[src/rtl/twenty_bit_shift_add_multiplier_pkg.sv]
// Shared definitions for the shift-and-add multiplier slice.
//   DEF_WIDTH   : operand width (must match the twenty_bit_adder instance)
//   DEF_COUNT_W : iteration counter width, covers 0..DEF_WIDTH-1
//   LAST_ITER   : counter value of the final shift-and-add iteration
//   state_t     : controller states (IDLE/BUSY/DONE, 2-bit encoding)
package twenty_bit_shift_add_multiplier_pkg;

    localparam int unsigned DEF_WIDTH   = 20;
    localparam int unsigned DEF_COUNT_W = 5;
    localparam int unsigned LAST_ITER   = 19;

    typedef enum logic [1:0] {
        S_IDLE = 2'b00,
        S_BUSY = 2'b01,
        S_DONE = 2'b10
    } state_t;

endpackage

[src/rtl/twenty_bit_shift_add_multiplier_adder.sv]
// twenty_bit_adder: purely combinational 20-bit ripple-carry adder.
// Ports:
//   a, b : 20-bit unsigned addends
//   sum  : 20-bit sum
//   cout : carry out of bit 19
module twenty_bit_adder
    import twenty_bit_shift_add_multiplier_pkg::*;
(
    input  logic [DEF_WIDTH-1:0] a,
    input  logic [DEF_WIDTH-1:0] b,
    output logic [DEF_WIDTH-1:0] sum,
    output logic                 cout
);

    logic [DEF_WIDTH:0] carry;

    always_comb begin
        carry    = '0;
        sum      = '0;
        for (int unsigned i = 0; i < DEF_WIDTH; i++) begin
            sum[i]     = a[i] ^ b[i] ^ carry[i];
            carry[i+1] = (a[i] & b[i]) | (carry[i] & (a[i] ^ b[i]));
        end
        cout = carry[DEF_WIDTH];
    end

endmodule

[src/rtl/twenty_bit_shift_add_multiplier.sv]
// twenty_bit_shift_add_multiplier: sequential unsigned 20x20 -> 40-bit
// multiplier, one multiplier bit retired per cycle through a single shared
// ripple adder.
// Ports:
//   clk, rst_n              : clock (rising edge), synchronous active-low reset
//   in_valid / in_ready     : operand handshake (ready only in IDLE)
//   multiplicand, multiplier: 20-bit unsigned operands
//   out_valid / out_ready   : product handshake (valid only in DONE)
//   product                 : 40-bit registered product, held while in DONE
module twenty_bit_shift_add_multiplier
    import twenty_bit_shift_add_multiplier_pkg::*;
#(
    parameter int unsigned WIDTH   = DEF_WIDTH,
    parameter int unsigned COUNT_W = DEF_COUNT_W
) (
    input  logic                 clk,
    input  logic                 rst_n,
    input  logic                 in_valid,
    output logic                 in_ready,
    input  logic [WIDTH-1:0]     multiplicand,
    input  logic [WIDTH-1:0]     multiplier,
    output logic                 out_valid,
    input  logic                 out_ready,
    output logic [2*WIDTH-1:0]   product
);

    state_t             state;
    logic [WIDTH-1:0]   a;
    logic [WIDTH-1:0]   hi;
    logic [WIDTH-1:0]   lo;
    logic [COUNT_W-1:0] count;

    logic [WIDTH-1:0]   sum;
    logic               cout;
    logic [WIDTH:0]     step;   // {carry, partial high word} before the shift

    twenty_bit_adder u_adder (
        .a    (hi),
        .b    (a),
        .sum  (sum),
        .cout (cout)
    );

    // Add the multiplicand only when the current multiplier bit is set; the
    // carry is kept as the 21st bit so it lands in hi[MSB] after the shift.
    always_comb begin
        step = {1'b0, hi};
        if (lo[0]) begin
            step = {cout, sum};
        end
    end

    always_ff @(posedge clk) begin
        if (!rst_n) begin
            state     <= S_IDLE;
            a         <= '0;
            hi        <= '0;
            lo        <= '0;
            count     <= '0;
            product   <= '0;
            out_valid <= 1'b0;
            in_ready  <= 1'b1;
        end else begin
            case (state)
                S_IDLE: begin
                    if (in_valid && in_ready) begin
                        a        <= multiplicand;
                        lo       <= multiplier;
                        hi       <= '0;
                        count    <= '0;
                        in_ready <= 1'b0;
                        if (multiplicand == '0 || multiplier == '0) begin
                            product   <= '0;
                            out_valid <= 1'b1;
                            state     <= S_DONE;
                        end else begin
                            state <= S_BUSY;
                        end
                    end
                end

                S_BUSY: begin
                    hi    <= step[WIDTH:1];
                    lo    <= {step[0], lo[WIDTH-1:1]};
                    count <= count + COUNT_W'(1);
                    // Product is loaded with the same shifted value that goes
                    // into {hi,lo}, so it is already final when out_valid rises.
                    if (count == COUNT_W'(LAST_ITER)) begin
                        product   <= {step, lo[WIDTH-1:1]};
                        out_valid <= 1'b1;
                        state     <= S_DONE;
                    end
                end

                S_DONE: begin
                    if (out_ready) begin
                        out_valid <= 1'b0;
                        in_ready  <= 1'b1;
                        state     <= S_IDLE;
                    end
                end

                default: begin
                    state     <= S_IDLE;
                    out_valid <= 1'b0;
                    in_ready  <= 1'b1;
                end
            endcase
        end
    end

endmodule

[config.mk]
export PLATFORM = sky130hd
export DESIGN_NAME = twenty_bit_shift_add_multiplier
export DESIGN_NICKNAME = d
export VERILOG_FILES = /design/src/rtl/twenty_bit_shift_add_multiplier_pkg.sv /design/src/rtl/twenty_bit_shift_add_multiplier_adder.sv /design/src/rtl/twenty_bit_shift_add_multiplier.sv
export SDC_FILE = /design/constraint.sdc
export NUM_CORES = 1
export LEC_CHECK = 0
export CAP_MARGIN = 20
export CORE_ASPECT_RATIO = 1.1
export CORE_MARGIN = 8
export CORE_UTILIZATION = 47
export DETAILED_ROUTE_END_ITERATION = 7
export GPL_ROUTABILITY_DRIVEN = 0
export GPL_TIMING_DRIVEN = 0
export PLACE_DENSITY = 0.75
export SYNTH_ARGS = -nofsm -noshare
export SYNTH_HDL_FRONTEND = slang
export SYNTH_SLANG_ARGS = --single-unit
[constraint.sdc]
create_clock -name clk -period 8.1 [get_ports clk]
set_input_delay 1.215 -clock clk [delete_from_list [all_inputs] [get_ports clk]]
set_output_delay 1.215 -clock clk [all_outputs]
set_load 0.02 [all_outputs]
### Word-level counts from Yosys, hierarchy flattened

Cells that the tools add are included.

* register bits after elaboration: 109
* output and inout port bits: 42
* logic and storage cells: 150

* $add $sub $neg: 1
* equality and inequality tests: 7
* muxes and demuxes: 24
* bitwise logic cells: 98
* reductions and logical operators: 12

Operators by type and width (count)
* 40-bit two-way mux: 3
* 20-bit one-hot mux with 2 select lines: 2
* 40-bit one-hot mux with 2 select lines: 1
* 20-bit zero test: 2
* 20-bit two-way mux: 2
* 1-bit bitwise AND: 39
* 1-bit XOR: 39
* 21-bit two-way mux: 1
* 1-bit bitwise OR: 19
* 5-bit one-hot mux with 2 select lines: 1
* 2-bit two-way mux: 4
* 2-bit inequality test (second input constant): 4
* 4-bit AND reduction: 2
* 1-bit two-way mux: 6
* 1-bit one-hot mux with 3 select lines: 2
* 2-bit one-hot mux with 3 select lines: 1
* 3-bit AND reduction: 2
* 5-bit by 1-bit adder with 5-bit output (second input constant): 1
* 5-bit equality test (second input constant): 1
* 5-bit two-way mux: 1
* 2-bit AND reduction: 2
* 2-bit by 1-bit equality test with 1-bit output (second input constant): 1
* 2-bit equality test (second input constant): 1
* 2-bit zero test: 1
* other kinds (4): 4

### Longest topological paths before layout

* word-level depth: 42
* mapped depth: 26
* mapped depth without buffers: 26

### Modules after synthesis

Synthesis repeated with hierarchy kept, for this count alone.

* cell total of the unflattened synthesis: 628
* area, all modules: 5197.5 µm²

By module, submodules not included
* twenty_bit_shift_add_multiplier: instances 1, cells an instance 598, area each 4767.1 µm², seq. area each 2182.1 µm²
* twenty_bit_adder: instances 1, cells an instance 30, area each 430.4 µm², seq. area each 0.0 µm²

### Worst setup path before layout

No wires, ideal clock.

* path type: register to register
* start point: register a[0]
* end point: register product[38]
* setup time: 0.134 ns
* arrival time: 7.967 ns
* data required time: 7.966 ns
* slack: -0.001 ns
* cell stages (with the launch flop): 27
* buffers on the path: 0
* period minus slack after synthesis: 8.101 ns
* cells stage by stage: dfxtp_1 ha_1 fa_1 fa_1 fa_1 fa_1 fa_1 fa_1 fa_1 fa_1 fa_1 fa_1 fa_1 fa_1 fa_1 fa_1 fa_1 fa_1 fa_1 inv_1 fa_1 inv_1 fa_1 mux2i_1 nor2_1 mux2i_1 o22ai_1

* cells in the longest elaborated chain, start to end: 41

Ends and longest elaborated chain
* start: declaration: RTL line twenty_bit_shift_add_multiplier.sv:28 `logic [WIDTH-1:0] a;`
* start signal: assignment: RTL line twenty_bit_shift_add_multiplier.sv:67 `a <= multiplicand;`
* 1-bit bitwise AND (2 in series): RTL line twenty_bit_shift_add_multiplier_adder.sv:22 `carry[i+1] = (a[i] & b[i]) | (carry[i] & (a[i] ^ b[i]));`
* 1-bit bitwise OR: RTL line twenty_bit_shift_add_multiplier_adder.sv:22
* 1-bit bitwise AND: RTL line twenty_bit_shift_add_multiplier_adder.sv:22
* 1-bit bitwise OR: RTL line twenty_bit_shift_add_multiplier_adder.sv:22
* 1-bit bitwise AND: RTL line twenty_bit_shift_add_multiplier_adder.sv:22
* 1-bit bitwise OR: RTL line twenty_bit_shift_add_multiplier_adder.sv:22
* 1-bit bitwise AND: RTL line twenty_bit_shift_add_multiplier_adder.sv:22
* 1-bit bitwise OR: RTL line twenty_bit_shift_add_multiplier_adder.sv:22
* [... 24 more ...]
* 1-bit bitwise AND: RTL line twenty_bit_shift_add_multiplier_adder.sv:22
* 1-bit bitwise OR: RTL line twenty_bit_shift_add_multiplier_adder.sv:22
* 1-bit bitwise AND: RTL line twenty_bit_shift_add_multiplier_adder.sv:22
* 1-bit bitwise OR: RTL line twenty_bit_shift_add_multiplier_adder.sv:22
* 1-bit XOR: RTL line twenty_bit_shift_add_multiplier_adder.sv:21 `sum[i] = a[i] ^ b[i] ^ carry[i];`
* 21-bit two-way mux: RTL line twenty_bit_shift_add_multiplier.sv:48 `if (lo[0]) begin`
* 40-bit two-way mux: RTL line twenty_bit_shift_add_multiplier.sv:88 `if (count == COUNT_W'(LAST_ITER)) begin`
* 40-bit one-hot mux with 2 select lines: RTL line twenty_bit_shift_add_multiplier.sv:64 `case (state)`
* end signal: assignment: RTL line twenty_bit_shift_add_multiplier.sv:89 `product <= {step, lo[WIDTH-1:1]};`
* end: declaration: RTL line twenty_bit_shift_add_multiplier.sv:24 `output logic [2*WIDTH-1:0] product`

No other way between the ends. The select of a mux whose other input is x is not followed.
A chain may end at the register's enable or synchronous reset.

### Final worst setup path

* start point: register hi[0]
* end point: register product[38]

* cells in the longest elaborated chain, start to end: 41

Ends and longest elaborated chain
* start: declaration: RTL line twenty_bit_shift_add_multiplier.sv:29 `logic [WIDTH-1:0] hi;`
* start signal: assignment: RTL line twenty_bit_shift_add_multiplier.sv:83 `hi <= step[WIDTH:1];`
* 1-bit bitwise AND (2 in series): RTL line twenty_bit_shift_add_multiplier_adder.sv:22
* 1-bit bitwise OR: RTL line twenty_bit_shift_add_multiplier_adder.sv:22
* 1-bit bitwise AND: RTL line twenty_bit_shift_add_multiplier_adder.sv:22
* 1-bit bitwise OR: RTL line twenty_bit_shift_add_multiplier_adder.sv:22
* 1-bit bitwise AND: RTL line twenty_bit_shift_add_multiplier_adder.sv:22
* 1-bit bitwise OR: RTL line twenty_bit_shift_add_multiplier_adder.sv:22
* 1-bit bitwise AND: RTL line twenty_bit_shift_add_multiplier_adder.sv:22
* 1-bit bitwise OR: RTL line twenty_bit_shift_add_multiplier_adder.sv:22
* [... 24 more ...]
* 1-bit bitwise AND: RTL line twenty_bit_shift_add_multiplier_adder.sv:22
* 1-bit bitwise OR: RTL line twenty_bit_shift_add_multiplier_adder.sv:22
* 1-bit bitwise AND: RTL line twenty_bit_shift_add_multiplier_adder.sv:22
* 1-bit bitwise OR: RTL line twenty_bit_shift_add_multiplier_adder.sv:22
* 1-bit XOR: RTL line twenty_bit_shift_add_multiplier_adder.sv:21
* 21-bit two-way mux: RTL line twenty_bit_shift_add_multiplier.sv:48
* 40-bit two-way mux: RTL line twenty_bit_shift_add_multiplier.sv:88
* 40-bit one-hot mux with 2 select lines: RTL line twenty_bit_shift_add_multiplier.sv:64

No other way between the ends. The select of a mux whose other input is x is not followed.

==> run_results.csv <==
group,metric,value,unit
run_status,status,"completed",
logic_synthesis,synth-seq-cells,109,
finish,antenna_cells,0,
power,swShare,36.9,%
route,wl_per_cell,17.8,µm
placement,dpl.hpwl,9800,µm
logic_synthesis,yosysTopAreaCell,"dfxtp_1",
logic_synthesis,synth-simple-area-share,15.2,%
floorplanning,die_h,122,µm
timing,hold_viol_final,0,
timing,slew_violations,0,
cts,cts.reportedPaths.clkPinSlew,0.08,ns
global_routing,gr-total-overflow,0,
setup_path,cp-end-kind,"register",
timing,finClkSkew,0.00864,ns
logic_synthesis,synth_top_family_by_area,"compound AO/OA/AOI/OAI gates",
route,vias,4353,
power,internal_power,1030,µW
flow_run,max_cap_viol_count,0,
finish,area_growth_syn_to_layout,27.9,%
logic_synthesis,yosys.area.top_type_share,45.2,%
global_routing,grt_max_degree,19,
timing,slew_headroom,54.5,%
timing,hold_slack,0.447,ns
cts,root_buffer,"clkbuf_16",
route,viasPerCell,5.81,
floorplanning,core_area,10200,µm²
logic_synthesis,synth_compound_gate_area_share,18.7,%
floorplanning,core.rowCount,39,
cts,cts.path.max_buffers,2,
worst_hold_path,hold_path_class,"reg -> reg",
cts,cts_made_buffers,9,
floorplanning,die_area,13800,µm²
power,vdd_drop_max,0.127,mV
power,power.density,263,nW/µm²
logic_synthesis,synth_edf_count,0,
power,netSwitchingPower,598,µW
cts,h-tree-depth,3,
route,drtIter0Drc,266,
placement,port_buffers,84,
power,comb_power_share,32.2,%
logic_synthesis,yosys-mux-area-fraction,8.11,%
setup_path,start_kind,"register",
setup_path,timing.critical_path.max_delay_family,"adder cells",
global_routing,globalRouteTotalUtil,19.5,%
finish,mostFrequentLayoutCells,"108 x dfxtp_1, 84 x clkdlybuf4s50_1, 70 x nand2_1, 70 x a21oi_1, 47 x nor2_1",
global_routing,grt_first_pass_wirelength,21600,µm
setup_path,cp_max_fo,3,
setup_path,crit_buf_inv,2,
setup_path,critPathRequiredTime,8.30,ns
logic_synthesis,synth_ff_type,"dfxtp_1",
logic_synthesis,synth_area_leaders,"dfxtp_1 45%, fa_1 7.9%, mux2i_1 7.9%",
timing,post-route-period-util,97.1,%
setup_path,critPathKind,"reg -> reg",
power,total_power,1620,µW
route,ant_nets,0,
timing,period_minus_slack,7.86,ns
setup_path,crit_arrival,8.06,ns
setup_path,cp_slowest_cell,"fa_1",
logic_synthesis,synthXorXnorAreaFrac,0,%
power,seqPwrFrac,39.9,%
timing,rsz0062_at_grt,"true",
floorplanning,start_util,47.3,%
global_routing,grt_pass1_vias,4521,
cts,postCtsResizedCells,11,
logic_synthesis,yosys_warnings,0,
logic_synthesis,synthAdderAreaFrac,8.40,%
finish,drive_gt1_share,7.99,%
floorplanning,die_x,113,µm
logic_synthesis,synth_area,4830,µm²
cts,cts_sinks,109,
cts,clock_latency,0.34,ns
setup_path,crit_path_max_incr_delay,0.44,ns
power,clock_power_share,27.9,%
route,routed_wl,13300,µm
logic_synthesis,syn_inst,526,
logic_synthesis,synthArstFlopShare,0,%
logic_synthesis,ys_seq_area_share,45.2,%
timing,setup_viol_count_final,0,
timing,clock.fmax,127,MHz
cts,ctsHoldBuffers,0,
logic_synthesis,synth_nets,591,
route,firstDrtPassIters,5,
route,drc,0,
finish,final_common_cell,"dfxtp_1",
power,leakage,0.00220,µW
global_routing,antenna_found_initial,0,
floorplanning,io_pins,86,
cts,post_cts_buffers,0,
logic_synthesis,syn_area_per_cell,9.18,µm²
setup_path,cpMostUsedCell,"fa_2",
logic_synthesis,synth_cell_types,40,
cts,cts_tree,"done",
finish,layout.nets,686,
finish,post-route-util,60.5,%
timing,worst_pin_slew,0.679,ns
## worst paths after layout
| path | endpoint | startpoint | slack, ns | cells after the start |
|---|---|---|---|---|
| worst min register to register | out_valid | out_valid | 0.45 | 2 |
| worst min-delay path | out_valid | out_valid | 0.45 | 2 |
| worst max-delay path | product[38] | hi[0] | 0.24 | 26 |
| worst max register to register | product[38] | hi[0] | 0.24 | 26 |
## power by group through the flow
stage                     clock [µW]  sequential (µW)  combinational, µW
after global routing             484              657                570
final                            453              648                522
after global placement             0              656                499
after CTS                        458              648                518
after floorplan                    0              654                351
after detailed placement           0              659                514
## synth_stat cells, types with 2 or more instances
cell type	instances
a21oi_1	70
a22oi_1	19
a32o_1	19
buf_1	2
buf_2	7
buf_4	2
clkbuf_1	32
dfxtp_1	109
fa_1	19
ha_1	2
inv_1	5
mux2i_1	38
nand2_1	70
nand3_1	27
nand4_1	3
nor2_1	47
nor4_1	9
o21ai_0	3
o22ai_1	21
or2_2	2
## registers in the layout, summed over array words and instances, names as in the netlist
signal     cells
a             20
state          2
product       40
lo            20
in_ready       1
hi            20
out_valid      1
count          5
## worst reg2reg max path, cell delays in order (launching register included)
cell	delay [ns]
dfxtp_2	0.34
ha_1	0.19
fa_2	0.34
fa_2	0.36
fa_2	0.35
fa_2	0.35
fa_2	0.34
fa_2	0.35
fa_2	0.35
fa_2	0.35
fa_2	0.36
fa_2	0.36
fa_2	0.35
fa_2	0.35
fa_2	0.36
fa_2	0.35
fa_2	0.35
fa_2	0.35
fa_1	0.36
inv_1	0.09
fa_1	0.17
inv_1	0.05
fa_1	0.44
mux2i_1	0.15
nor2_1	0.08
mux2i_1	0.15
o22ai_1	0.09
## routing by layer
layer / wire [µm] / part of all wire (%) / vias up / global-route usage (%)
met5: 0 / 0 / - / 0
met4: 292 / 2.2 / 0 / 8.10
met3: 763 / 5.7 / 26 / 3.94
met2: 6510 / 49 / 138 / 34.8
met1: 5780 / 43 / 2112 / 22.4
li1: - / - / 2077 / -
## final cells by class
type | count | area (µm²)
well taps | 123 | 154
inverters | 7 | 26.3
multi-input cells | 366 | 2470
flip-flops and latches | 109 | 2180
fillers | 871 | 4030
clock buffers | 10 | 239
repair buffers | 84 | 841
plain buffers | 44 | 189
clock inverters | 6 | 70.1
## cell families (layout without fill, tap and decap cells)
group	after synthesis	after routing
muxes	39	39
adders and majority gates	21	21
buffers and inverters	51	151
DFF	109	109
and+or+nand+nor	167	167
AOI/OAI and AO/OA	139	139
## metrics by stage
step	cells	instance area, µm²	TNS, ns	setup WS (ns)
2_1_floorplan	526	4830	0	0.0368
3_3_place_gp	733	5820	-1.03	-0.368
3_5_place_dp	733	5820	-1.65	-0.503
4_1_cts	749	6160	0	0.0378
5_1_grt	749	6170	-0.0766	-0.0766
6_report	749	6170	0	0.235
Note: power is estimated with default switching activity, not from simulation.
